## src/rtl/ctrl_io_cfg_pkg.sv

```systemverilog
// Shared types and constants for the ctrl_IO configuration loader.
// Field index constants locate the mux-select groups inside the ConfigBits payload.
package ctrl_io_cfg_pkg;

  typedef enum logic [1:0] {
    HUNT   = 2'd0,
    LOAD   = 2'd1,
    PARITY = 2'd2,
    COMMIT = 2'd3
  } cfg_state_t;

  localparam int         DEF_SYNC_W    = 8;
  localparam logic [7:0] DEF_SYNC_WORD = 8'hA5;

  localparam int TO_W_SEL_LSB   = 0;
  localparam int A_I0_T_SEL_LSB = 8;
  localparam int A_I0_T_SEL_W   = 3;
  localparam int A_T_SEL        = 11;

endpackage

```

## src/rtl/ctrl_io_cfg_sync_det.sv

```systemverilog
// Sliding-window sync-word matcher; match is combinational on the bit being shifted in.
// Latency 0 (match flags the accepting edge); no backpressure, shifts only when shift_en.
module ctrl_io_cfg_sync_det
  import ctrl_io_cfg_pkg::*;
#(
  parameter int                SYNC_W    = DEF_SYNC_W,
  parameter logic [SYNC_W-1:0] SYNC_WORD = DEF_SYNC_WORD
) (
  input  logic clk,
  input  logic rst,
  input  logic clr,
  input  logic shift_en,
  input  logic bit_in,
  output logic match
);

  logic [SYNC_W-1:0] window;
  logic [SYNC_W-1:0] window_nxt;

  assign window_nxt = (window << 1) | {{(SYNC_W-1){1'b0}}, bit_in};
  assign match      = shift_en && (window_nxt == SYNC_WORD);

  always_ff @(posedge clk or posedge rst) begin
    if (rst) begin
      window <= '0;
    end else if (clr) begin
      window <= '0;
    end else if (shift_en) begin
      window <= window_nxt;
    end
  end

endmodule

```

## src/rtl/ctrl_io_cfg_loader.sv

```systemverilog
// Serial config loader: sync hunt, payload shift, even-parity check, atomic commit (opt. CTRL_IO_CFG_READBACK_EN).
// Commit one edge after the parity bit; cfg_ready drops only in COMMIT and during RST.
module ctrl_io_cfg_loader
  import ctrl_io_cfg_pkg::*;
#(
  parameter int                NoConfigBits = 12,
  parameter int                SYNC_W       = DEF_SYNC_W,
  parameter logic [SYNC_W-1:0] SYNC_WORD    = DEF_SYNC_WORD
) (
  input  logic                    UserCLK,
  input  logic                    RST,
  input  logic                    cfg_valid,
  input  logic                    cfg_bit,
  output logic                    cfg_ready,
  output logic                    cfg_done,
  output logic                    cfg_err,
  output logic [NoConfigBits-1:0] ConfigBits,
  output logic [NoConfigBits-1:0] ConfigBits_N
`ifdef CTRL_IO_CFG_READBACK_EN
  ,
  output logic                    cfg_rb_bit
`endif
);

  localparam int CNT_W = $clog2(NoConfigBits);

  cfg_state_t              state;
  logic [NoConfigBits-1:0] shadow;
  logic [CNT_W-1:0]        cnt;
  logic                    accept;
  logic                    sync_match;

  assign cfg_ready = !RST && (state != COMMIT);
  assign accept    = cfg_valid && cfg_ready;

  // Window is held clear outside HUNT, so every hunt starts from SYNC_W fresh bits.
  ctrl_io_cfg_sync_det #(
    .SYNC_W    (SYNC_W),
    .SYNC_WORD (SYNC_WORD)
  ) u_sync_det (
    .clk      (UserCLK),
    .rst      (RST),
    .clr      (state != HUNT),
    .shift_en (accept && (state == HUNT)),
    .bit_in   (cfg_bit),
    .match    (sync_match)
  );

  always_ff @(posedge UserCLK or posedge RST) begin
    if (RST) begin
      state        <= HUNT;
      shadow       <= '0;
      cnt          <= '0;
      cfg_done     <= 1'b0;
      cfg_err      <= 1'b0;
      ConfigBits   <= '0;
      ConfigBits_N <= '1;
    end else begin
      cfg_done <= 1'b0;
      case (state)
        HUNT: begin
          if (accept && sync_match) begin
            state   <= LOAD;
            cnt     <= '0;
            cfg_err <= 1'b0;
          end
        end
        LOAD: begin
          if (accept) begin
            shadow <= {shadow[NoConfigBits-2:0], cfg_bit};
            cnt    <= cnt + CNT_W'(1);
            if (cnt == CNT_W'(NoConfigBits - 1)) begin
              state <= PARITY;
            end
          end
        end
        PARITY: begin
          if (accept) begin
            if (^{shadow, cfg_bit}) begin
              cfg_err <= 1'b1;
              state   <= HUNT;
            end else begin
              state <= COMMIT;
            end
          end
        end
        COMMIT: begin
          // Both polarities update on one edge so the mux selects never see a mixed word.
          ConfigBits   <= shadow;
          ConfigBits_N <= ~shadow;
          cfg_done     <= 1'b1;
          state        <= HUNT;
        end
        default: state <= HUNT;
      endcase
    end
  end

`ifdef CTRL_IO_CFG_READBACK_EN
  logic [NoConfigBits-1:0] rb;

  assign cfg_rb_bit = rb[NoConfigBits-1];

  always_ff @(posedge UserCLK or posedge RST) begin
    if (RST) begin
      rb <= '0;
    end else if (state == COMMIT) begin
      rb <= ConfigBits;
    end else if ((state == HUNT) && accept) begin
      rb <= rb << 1;
    end
  end
`endif

endmodule

```

## config.mk

```make
export PLATFORM = sky130hd
export DESIGN_NAME = ctrl_io_cfg_loader
export DESIGN_NICKNAME = d
export VERILOG_FILES = /design/src/rtl/ctrl_io_cfg_pkg.sv /design/src/rtl/ctrl_io_cfg_sync_det.sv /design/src/rtl/ctrl_io_cfg_loader.sv
export SDC_FILE = /design/constraint.sdc
export NUM_CORES = 1
export LEC_CHECK = 0
export CAP_MARGIN = 20
export CORE_ASPECT_RATIO = 0.7
export CORE_MARGIN = 5
export CORE_UTILIZATION = 40
export DETAILED_ROUTE_END_ITERATION = 8
export GPL_ROUTABILITY_DRIVEN = 1
export SKIP_CTS_REPAIR_TIMING = 1
export SLEW_MARGIN = 30
export SYNTH_ARGS = -nofsm -noshare
export SYNTH_HDL_FRONTEND = slang
export SYNTH_SLANG_ARGS = --single-unit
```

## constraint.sdc

```tcl
create_clock -name UserCLK -period 1.51 [get_ports UserCLK]
set_input_delay 0.302 -clock UserCLK [delete_from_list [all_inputs] [get_ports UserCLK]]
set_output_delay 0.302 -clock UserCLK [all_outputs]
set_load 0.1 [all_outputs]
```

Yosys cells after proc, flatten, opt, wreduce, memory -nomap -nowiden:

Index checks and enable logic that the tools add are counted.

* reductions and logical operators: 16
* equal/unequal tests: 11
* multiplexer cells: 16
* bitwise operators: 2
* add/subtract/negate cells: 1

Operator list (number)
* 2-to-1 mux 7 bit: 2
* parity 13 bit: 1
* inverter 12 bit: 1
* 2-to-1 mux 2 bit: 5
* inequality test 2 bit (second input constant): 5
* == test 8 bit (second input constant): 1
* 2-to-1 mux 4 bit: 2
* bitwise OR 8 x 1 -> 8 bit: 1
* one-hot mux 2 bit (4 select lines): 1
* one-hot mux 4 bit (2 select lines): 1
* AND reduction 4 bit: 2
* nonzero test 2 bit: 4
* logical AND 1 bit: 5
* adder 4 x 1 -> 4 bit (second input constant): 1
* == test 2 bit (second input constant): 2
* == test 4 bit (second input constant): 1
* 2-to-1 mux 1 bit: 4
* AND reduction 3 bit: 1
* == test 2 x 1 -> 1 bit (second input constant): 1
* logical NOT 2 bit: 1
* inequality test 2 x 1 -> 1 bit (second input constant): 1
* one-hot mux 1 bit (2 select lines): 1
* AND reduction 2 bit: 1
* logical NOT 1 bit: 1

* output and inout port bits: 27
* bits of input ports: 4
* register bits: 51

Depth between registers and ports, before layout:

Gate-level depths: netlist (run 1).

* depth in word-level cells: 8
* gate-level depth with buffers: 6

Cells and area by module:

A second synthesis (run 1) with hierarchy kept.

* cell total of the unflattened synthesis: 184
* area total of the unflattened synthesis: 2190.9 µm²

By module, submodules not included
* ctrl_io_cfg_loader: area each 1860.5 µm², sequential area each 1116.1 µm², instances 1, cells an instance 158
* ctrl_io_cfg_sync_det: area each 330.3 µm², sequential area each 175.2 µm², instances 1, cells an instance 26

Worst setup path after synthesis (run 1):

OpenSTA, ideal clock, no wires.

* path kind: flip-flop to output port
* start point: register state[0]
* end point: output cfg_ready
* data arrival time: 2.150 ns
* path slack: -0.942 ns
* path buffers: 2
* cell stages (with the launch flop): 6
* cells stage by stage: dfrtp_1 buf_2 nand2_1 inv_1 clkbuf_1 nor2_1

* cells in the longest elaborated chain, start to end: 2

Ends and longest elaborated chain
* from (decl): RTL line ctrl_io_cfg_loader.sv:27 `cfg_state_t state;`
* from (signal assigned): RTL line ctrl_io_cfg_loader.sv:51 `state <= HUNT;`
* from (signal assigned): RTL line ctrl_io_cfg_loader.sv:63 `state <= LOAD;`
* from (signal assigned): RTL line ctrl_io_cfg_loader.sv:73 `state <= PARITY;`
* inequality test 2 bit: RTL line ctrl_io_cfg_loader.sv:33 `assign cfg_ready = !RST && (state != COMMIT);`
* logical AND 1 bit: RTL line ctrl_io_cfg_loader.sv:33
* to (decl): RTL line ctrl_io_cfg_loader.sv:14 `output logic cfg_ready,`

No other way between the ends.

Final worst setup path (run 1):

* start point: register state[1]
* end point: output cfg_ready

The elaborated chain is that of the path after synthesis.

==> results of run 1 <==
[logic make-up (layout without fill, tap and decap cells)]
group,count (synthesis),after routing,share of synthesized area [%]
muxes,13,13,6.82
buffers and inverters,14,74,2.57
adders and majority gates,1,1,0.583
DFF,51,51,60.2
and+or+nand+nor,73,73,14.2
AOI/OAI and AO/OA,31,31,9.62
xor gates and xnor gates,9,9,6.01
[through the flow]
step                worst slack, ns  hold WS, ns  std cells  TNS, ns
detailed placement           -0.432        0.495        313    -5.77
finish                      -0.0381        0.454        324  -0.0712
global placement             -0.351        0.492        313    -4.91
floorplan                   -0.0395        0.346        192  -0.0395
global route                -0.0989        0.470        324   -0.231
CTS                          -0.162        0.507        321   -0.662
[state kept, by name, summed over array words and instances (netlist names)]
name / flops
cfg_done: 1
cnt: 4
cfg_err: 1
state: 2
shadow: 12
u_sync_det.window: 7
ConfigBits: 12
ConfigBits_N: 12
[power groups by stage]
stage | Clock [W] | Combinational [W] | Sequential [W]
after floorplan | 0 | 0.000796 | 0.00328
after global placement | 0 | 0.00311 | 0.00206
after detailed placement | 0 | 0.00314 | 0.00207
after CTS | 0.000772 | 0.00314 | 0.00205
after global routing | 0.000838 | 0.00335 | 0.00208
final | 0.000752 | 0.00320 | 0.00203
[layout by cell type (no fill, tap or decap), types with 2 or more instances in the layout]
cell	instances
a21oi_1	7
a22o_1	3
buf_12	29
buf_4	28
clkbuf_1	2
clkbuf_8	5
clkdlybuf4s50_1	2
dfrtp_1	38
dfstp_2	12
inv_1	3
mux2_2	13
nand2_1	58
nand2b_1	2
nand3_1	2
nor2_4	2
o21a_1	6
o21ai_0	7
o21ai_1	2
xnor2_1	3
xnor2_2	2
xnor3_2	2
[routing by layer]
metal | track usage (%) | up-vias | part of all wire, %
li1 | - | 760 | -
met1 | 18.7 | 726 | 49
met2 | 19.7 | 25 | 46
met3 | 3.99 | 4 | 3.9
met4 | 4.15 | 0 | 1.1
met5 | 0 | - | 0
[worst paths after layout]
kind | startpoint | end | slack, ns | cells after the start
max | state[1] | cfg_ready | -0.04 | 5
max in group asynchronous | RST | ConfigBits_N[1] | 0.65 | 4
min in group asynchronous | RST | cfg_err | 0.57 | 4
min reg2reg | ConfigBits_N[10] | ConfigBits_N[10] | 0.50 | 2
min | cfg_bit | u_sync_det.window[0] | 0.45 | 4
max reg2reg | shadow[8] | cfg_err | -0.03 | 4
[final cells by class]
cell class | instances | area [µm²] | area share [%]
Clock buffer | 7 | 76.3 | 2.41
Clock inverter | 1 | 5.00 | 0.158
Inverter | 5 | 25.0 | 0.791
Multi-Input combinational cell | 127 | 842 | 26.6
Sequential cell | 51 | 1290 | 40.8
Tap cell | 72 | 90.1 | 2.85
Timing Repair Buffer | 61 | 835 | 26.4
[critical path: stages (launching register included)]
cell and delay (ns):
dfrtp_2 0.45, buf_6 0.13, nand2_4 0.07, inv_4 0.04
nor2_4 0.09, buf_12 0.18
==> out/qor.csv, run 1 <==
metric,value,unit
ys async rst share,100,%
CP required,1.21,ns
CTS H-tree lvls,2,
post-DP HPWL,3170,µm
Max-Cap Viols,0,
initial DRC count,87,
clk root buf,clkbuf_8,
VDD IR max,0.00106,V
fin crit share,103,%
Final Hold Vio Count,0,
initial antenna violation count,0,
synthesized cell area,0.00215,mm²
WL final,4350,µm
Setup-failing EPs final,2,
Final Util,60.5,%
Layout area overhead,47.5,%
CP arrival,1.25,ns
status,finished with violations,
Core Area,0.00523,mm²
Die Y,71.3,µm
Yosys Warn Count,0,
"Avg Cell Area, Syn",11.2,µm²
CTS tree,yes,
Reg power frac,34.0,%
clk_lat worst skew,0.30,ns
Slew @ Worst Pin,0.291,ns
ANT nets after route,0,
Max Slew Vio Count,0,
Final Power,0.00598,W
Nets,256,
slack of the critical path,-0.0381,ns
most common cell in the netlist,nand2_1,
Routed WL per cell,13.4,µm
"CTS clk-pin slew, worst paths",0.09,ns
synthesis-stage register bit count,51,
Net Sw Power,0.00267,W
share of cells above drive strength 1,41.3,%
grt total ovfl,0,
cell taking the most area after synthesis,dfrtp_1,
Initial DRT Pass Iterations,4,
post-synth top area share,45.5,%
Area contributors post-synth,"dfrtp_1 (45%), dfstp_2 (15%), nand2_1 (10%)",
routed vias/inst,4.68,
Crit. End Element,primary output,
Buffers on Ports,30,
num rows,22,
Area after DPL,0.00303,mm²
vias,1515,
CTS Buffer Depth,2,
design area,0.00317,mm²
Clk pwr share,12.6,%
internal power,0.00332,W
top cells by instance count after synthesis,"nand2_1 (59), dfrtp_1 (39), mux2_2 (13), dfstp_2 (12), o21ai_0 (9)",
Sw Ratio,44.6,%
largest net degree at the start of global routing,52,
Cells after Synth,192,
min Tclk post-route,1.55,ns
total die area,0.00695,mm²
relative slew slack,80.4,%
Post-Syn Nets,197,
critical path type,flip-flop to primary output,
worst min path class,input port to flip-flop,
GPL Wtd Cong,0.846,
Post-synth EDFFs,0,
fill cell count,436,
RSZ-0062 raised after global routing,yes,
max frequency,0.646,GHz
"Primary FF master, synth",dfrtp_1,
ANT cells,0,
Initial Util,41.0,%
first-pass GRT wire length,7380,µm
worst-path fanout max,4,
clock sinks,51,
failing checks,negative setup slack,
standby leakage power,1.53,nW
Comb pwr share,53.4,%
synth unique cells,32,
pwr dens,1890,mW/mm²
DRC viols,0,
crit path launch type,flip-flop,
total CTS buffers,5,
total track usage,13.2,%
clock skew,0.00539,ns
Ports,31,
vias in the first global route,1489,
sequential share of the synthesized area,60.2,%
die width,97.5,µm
No activity file was read; power rests on OpenSTA's default activity.
==> run 2, diff against run 1 <==
==> constraint.sdc (replaced) <==
create_clock -name UserCLK -period 1.51 [get_ports UserCLK]
set_input_delay 0.151 -clock UserCLK [delete_from_list [all_inputs] [get_ports UserCLK]]
set_output_delay 0.151 -clock UserCLK [all_outputs]
set_load 0.1 [all_outputs]
==> run 2 against run 1 <==
  * Largest power group unchanged
  * Wire length decreased by 3.5%
  * Combinational power down 2%
  * The run still ends with negative setup slack left
  * Highest routed layer unchanged
  * Global-route usage fell by 0.36 points
  * Design area is 1.9% lower
  * Via count increased by 0.20%
==> out/qor.csv, run 2 (synthesized netlist as in run 1, its figures left out) <==
metric,value,unit
critical path type,flip-flop to flip-flop,
total CTS buffers,5,
CP arrival,1.80,ns
Slew @ Worst Pin,0.318,ns
failing checks,negative setup slack,
"CTS clk-pin slew, worst paths",0.09,ns
setup TNS,-0.182,ns
placed cells,310,
Routed WL per cell,13.2,µm
CTS H-tree lvls,2,
post-DP HPWL,3180,µm
CTS tree,yes,
grt total ovfl,0,
CP max stage delay,0.41,ns
relative slew slack,78.6,%
CP required,1.71,ns
RSZ-0062 raised after global routing,yes,
Final Hold Vio Count,0,
initial DRC count,61,
VDD IR max,0.00107,V
Crit. End Element,flip-flop,
Initial DRT Pass Iterations,4,
Ports,31,
Area after DPL,0.00301,mm²
Core Area,0.00523,mm²
Nets,251,
GPL Wtd Cong,0.792,
Slowest cell on crit path,xnor3_1,
Reg area,0.00129,mm²
Layout area overhead,44.7,%
first-pass GRT wire length,7290,µm
critical path's top delay family,XOR/XNOR gates,
Worst R2R Setup Slack,-0.08,ns
ANT cells,0,
fin crit share,105,%
largest net degree at the start of global routing,25,
"commonest non-fill, non-tap cell in the layout",nand2_1,
worst min path class,input port to async pin,
Setup-failing EPs final,3,
area occupied by multi-input gates,816,µm²
"Cell Count, Final, Fillers Out",319,
Max Slew Vio Count,0,
"commonest cells after routing, fill and taps aside","nand2_1 (59), dfrtp_1 (39), buf_12 (30)",
vias,1518,
WL final,4200,µm
clk_lat worst skew,0.29,ns
pwr dens,1900,mW/mm²
Die Y,71.3,µm
biggest regs,"ConfigBits: 12 flops, ConfigBits_N: 12 flops, shadow: 12 flops",
slack of the critical path,-0.0828,ns
die width,97.5,µm
initial antenna violation count,0,
total die area,0.00695,mm²
vias in the first global route,1527,
fill cell count,443,
Worst Hold Slack,0.259,ns
clock skew,0.00445,ns
ANT nets after route,0,
Buffers on Ports,30,
clk root buf,clkbuf_8,
min Tclk post-route,1.59,ns
clock sinks,51,
routed vias/inst,4.76,
standby leakage power,1.49,nW
Initial Util,41.0,%
Final Util,59.4,%
CTS Buffer Depth,2,
worst-path fanout max,3,
max frequency,0.628,GHz
share of cells above drive strength 1,38.1,%
Max-Cap Viols,0,
total track usage,12.9,%
num rows,22,
crit-path cells,xnor3_1 -> xnor3_2 -> xnor2_2 -> o32ai_2,
design area,0.00310,mm²
crit path launch type,flip-flop,
DRC viols,0,
status,finished with violations,
worst path buffer plus inverter count,0,
-- run 2: cell count changes in the layout (fill, tap and decap cells not counted), sizes merged --
cell / change
clkbuf: -1
buf: -5
dlymetal6s2s: -1
clkdlybuf4s50: +1
inv: +1
-- run 2: final timing paths --
check,startpoint,end,cells after the start
max,shadow[2],state[0],4
min,RST,shadow[0],3
max reg2reg,shadow[2],state[0],4
min reg2reg,ConfigBits_N[9],ConfigBits_N[9],2
max in group asynchronous,RST,ConfigBits_N[3],4
min in group UserCLK,ConfigBits_N[9],ConfigBits_N[9],2
-- run 2: per-stage QoR --
step | power [W] | setup slack [ns]
CTS | 0.00594 | -0.0968
detailed placement | 0.00519 | -0.275
global route | 0.00617 | -0.142
floorplan | 0.00402 | -0.0180
finish | 0.00590 | -0.0828
global placement | 0.00514 | -0.233
-- run 2: final cells by class --
type                       count  share of cell area, %
clock buffer                   6                   2.34
clock inverter                 2                  0.403
inverter                       5                  0.605
multi-input combinational    127                   26.3
sequential                    51                   41.6
tap                           72                   2.90
timing repair buffer          56                   25.9
-- run 2: power by group --
| group | total [W] | switching, W | leakage [nW] | internal (W) |
|---|---|---|---|---|
| Sequential | 0.00200 | 0.000252 | 0.657 | 0.00175 |
| Combinational | 0.00315 | 0.00195 | 0.788 | 0.00120 |
| Clock | 0.000749 | 0.000424 | 0.0412 | 0.000325 |
| Total | 0.00590 | 0.00263 | 1.49 | 0.00327 |
-- run 2: per-layer routing --
| layer | global-route usage (%) | wire, µm |
|---|---|---|
| met5 | 0 | 0 |
| met4 | 3.23 | 38 |
| met3 | 3.70 | 204 |
| met2 | 20.3 | 1930 |
| met1 | 17.7 | 2030 |
-- run 2: tightest hold or removal path: cells and delay by family --
kind     cells  cell delay [ns]
buf+inv      3             0.79
==> run 3, diff against run 2 <==
CTS_BUF_LIST = sky130_fd_sc_hd__clkbuf_16   (was default)
CTS_CLUSTER_DIAMETER = 60   (was default)
==> run 3 against run 2 <==
  * The flow still finishes with violations (negative setup slack)
  * Critical path type unchanged
  * Clock skew increased by 0.00070 ns
  * Via count is 0.92% lower
  * Combinational power about the same
  * Critical endpoint unchanged
  * Power is 5.6% higher
  * Sequential cell count stayed put
  * Design area rose by 1.8%
  * Cell count did not move
  * Hold slack gained 0.011 ns
  * Clock power rose by 44%
  * Global-route usage grew 0.61 points
  * Register-to-register slack hardly changed
==> out/qor.csv, run 3 (synthesized netlist as in run 1, its figures left out) <==
metric,value,unit
max frequency,0.631,GHz
GPL Wtd Cong,0.792,
total die area,0.00695,mm²
post-DP HPWL,3180,µm
routed wl met3,209,µm
vias in the first global route,1519,
Max-Cap Viols,0,
share of cells above drive strength 1,38.1,%
Reg power frac,32.2,%
Final Hold Vio Count,0,
DRC viols,0,
WL met1,2100,µm
"commonest cells after routing, fill and taps aside","nand2_1 (59), dfrtp_1 (39), buf_12 (30)",
largest net degree at the start of global routing,25,
total track usage,13.5,%
WL final,4320,µm
Comb pwr share,50.5,%
Slew @ Worst Pin,0.318,ns
Initial DRT Pass Iterations,4,
fin crit share,105,%
Clk pwr share,17.3,%
RSZ-0062 raised after global routing,yes,
"commonest non-fill, non-tap cell in the layout",nand2_1,
Reg2Reg Depth,4,
first-pass GRT wire length,7390,µm
relative slew slack,78.7,%
min Tclk post-route,1.59,ns
crit path launch type,flip-flop,
initial antenna violation count,0,
Ports,31,
CP required,1.70,ns
worst-path fanout max,3,
Core Area,0.00523,mm²
routed vias/inst,4.71,
"CTS clk-pin slew, worst paths",0.06,ns
Nets,251,
ANT cells,0,
Worst Hold Slack,0.270,ns
Max Slew Vio Count,0,
initial DRC count,65,
Final Power,0.00623,W
CTS Buffer Depth,2,
met2 WL,1940,µm
clk root buf,clkbuf_16,
Crit. End Element,flip-flop,
slack of the critical path,-0.0759,ns
Area after DPL,0.00301,mm²
CTS tree,yes,
clk_lat worst skew,0.29,ns
ANT nets after route,0,
Initial Util,41.0,%
Die Y,71.3,µm
die width,97.5,µm
critical path type,flip-flop to flip-flop,
Layout area overhead,47.3,%
pwr dens,1970,mW/mm²
Sw Ratio,42.9,%
biggest regs,"ConfigBits: 12 flops, ConfigBits_N: 12 flops, shadow: 12 flops",
grt total ovfl,0,
vias,1504,
design area,0.00316,mm²
Net Sw Power,0.00267,W
standby leakage power,1.52,nW
Buffers on Ports,30,
clock sinks,51,
status,finished with violations,
CTS H-tree lvls,2,
Setup-failing EPs final,3,
Final Util,60.4,%
internal power,0.00356,W
total CTS buffers,5,
CP arrival,1.78,ns
Worst R2R Setup Slack,-0.08,ns
Routed WL per cell,13.5,µm
VDD IR max,0.00119,V
failing checks,negative setup slack,
num rows,22,
clock skew,0.00515,ns
worst min path class,input port to async pin,
highest metal used,met4,
==> run 3: cell types whose count changed in the layout (fill, tap and decap cells not counted), sizes merged <==
cell,before,now
clkbuf,6,5
inv,5,6
==> run 3: path summary, 6_finish.rpt <==
kind / startpoint / endpoint
worst min-delay path: RST / shadow[0]
min in group UserCLK: ConfigBits_N[9] / ConfigBits_N[9]
worst max register to register: shadow[2] / state[0]
worst min register to register: ConfigBits_N[9] / ConfigBits_N[9]
max in group asynchronous: RST / ConfigBits_N[1]
worst max-delay path: shadow[2] / state[0]
==> run 3: per-stage QoR <==
step	setup slack [ns]	instances	setup TNS, ns
after floorplan	-0.0180	192	-0.0180
after global placement	-0.233	310	-1.21
after detailed placement	-0.275	310	-1.78
after CTS	-0.0889	318	-0.272
after global routing	-0.131	319	-0.345
final	-0.0759	319	-0.162
==> run 3: per-layer routing <==
layer / vias to the layer above / global-route usage (%)
met5: - / 0
met4: 0 / 6.45
met3: 4 / 4.28
met2: 30 / 20.7
met1: 723 / 17.5
li1: 747 / -
==> run 3: layout make-up <==
| class | instances | area [µm²] |
|---|---|---|
| clock buffers | 5 | 125 |
| clock inverters | 3 | 16.3 |
| fillers | 430 | 2070 |
| inverters | 5 | 18.8 |
| multi-input cells | 127 | 816 |
| flip-flops and latches | 51 | 1290 |
| well taps | 72 | 90.1 |
| repair buffers | 56 | 803 |
==> run 3: worst max-delay path, cell delays in order (launching register included) <==
cell,delay (ns)
dfrtp_1,0.38
xnor3_1,0.40
xnor3_2,0.28
xnor2_2,0.17
o32ai_2,0.26
==> run 3: power groups by stage <==
stage / clock network (W) / registers [W] / logic (W)
floorplan: 0 / 0.00326 / 0.000759
global placement: 0 / 0.00203 / 0.00311
detailed placement: 0 / 0.00204 / 0.00315
CTS: 0.00111 / 0.00202 / 0.00315
global route: 0.00116 / 0.00205 / 0.00328
finish: 0.00108 / 0.00201 / 0.00315
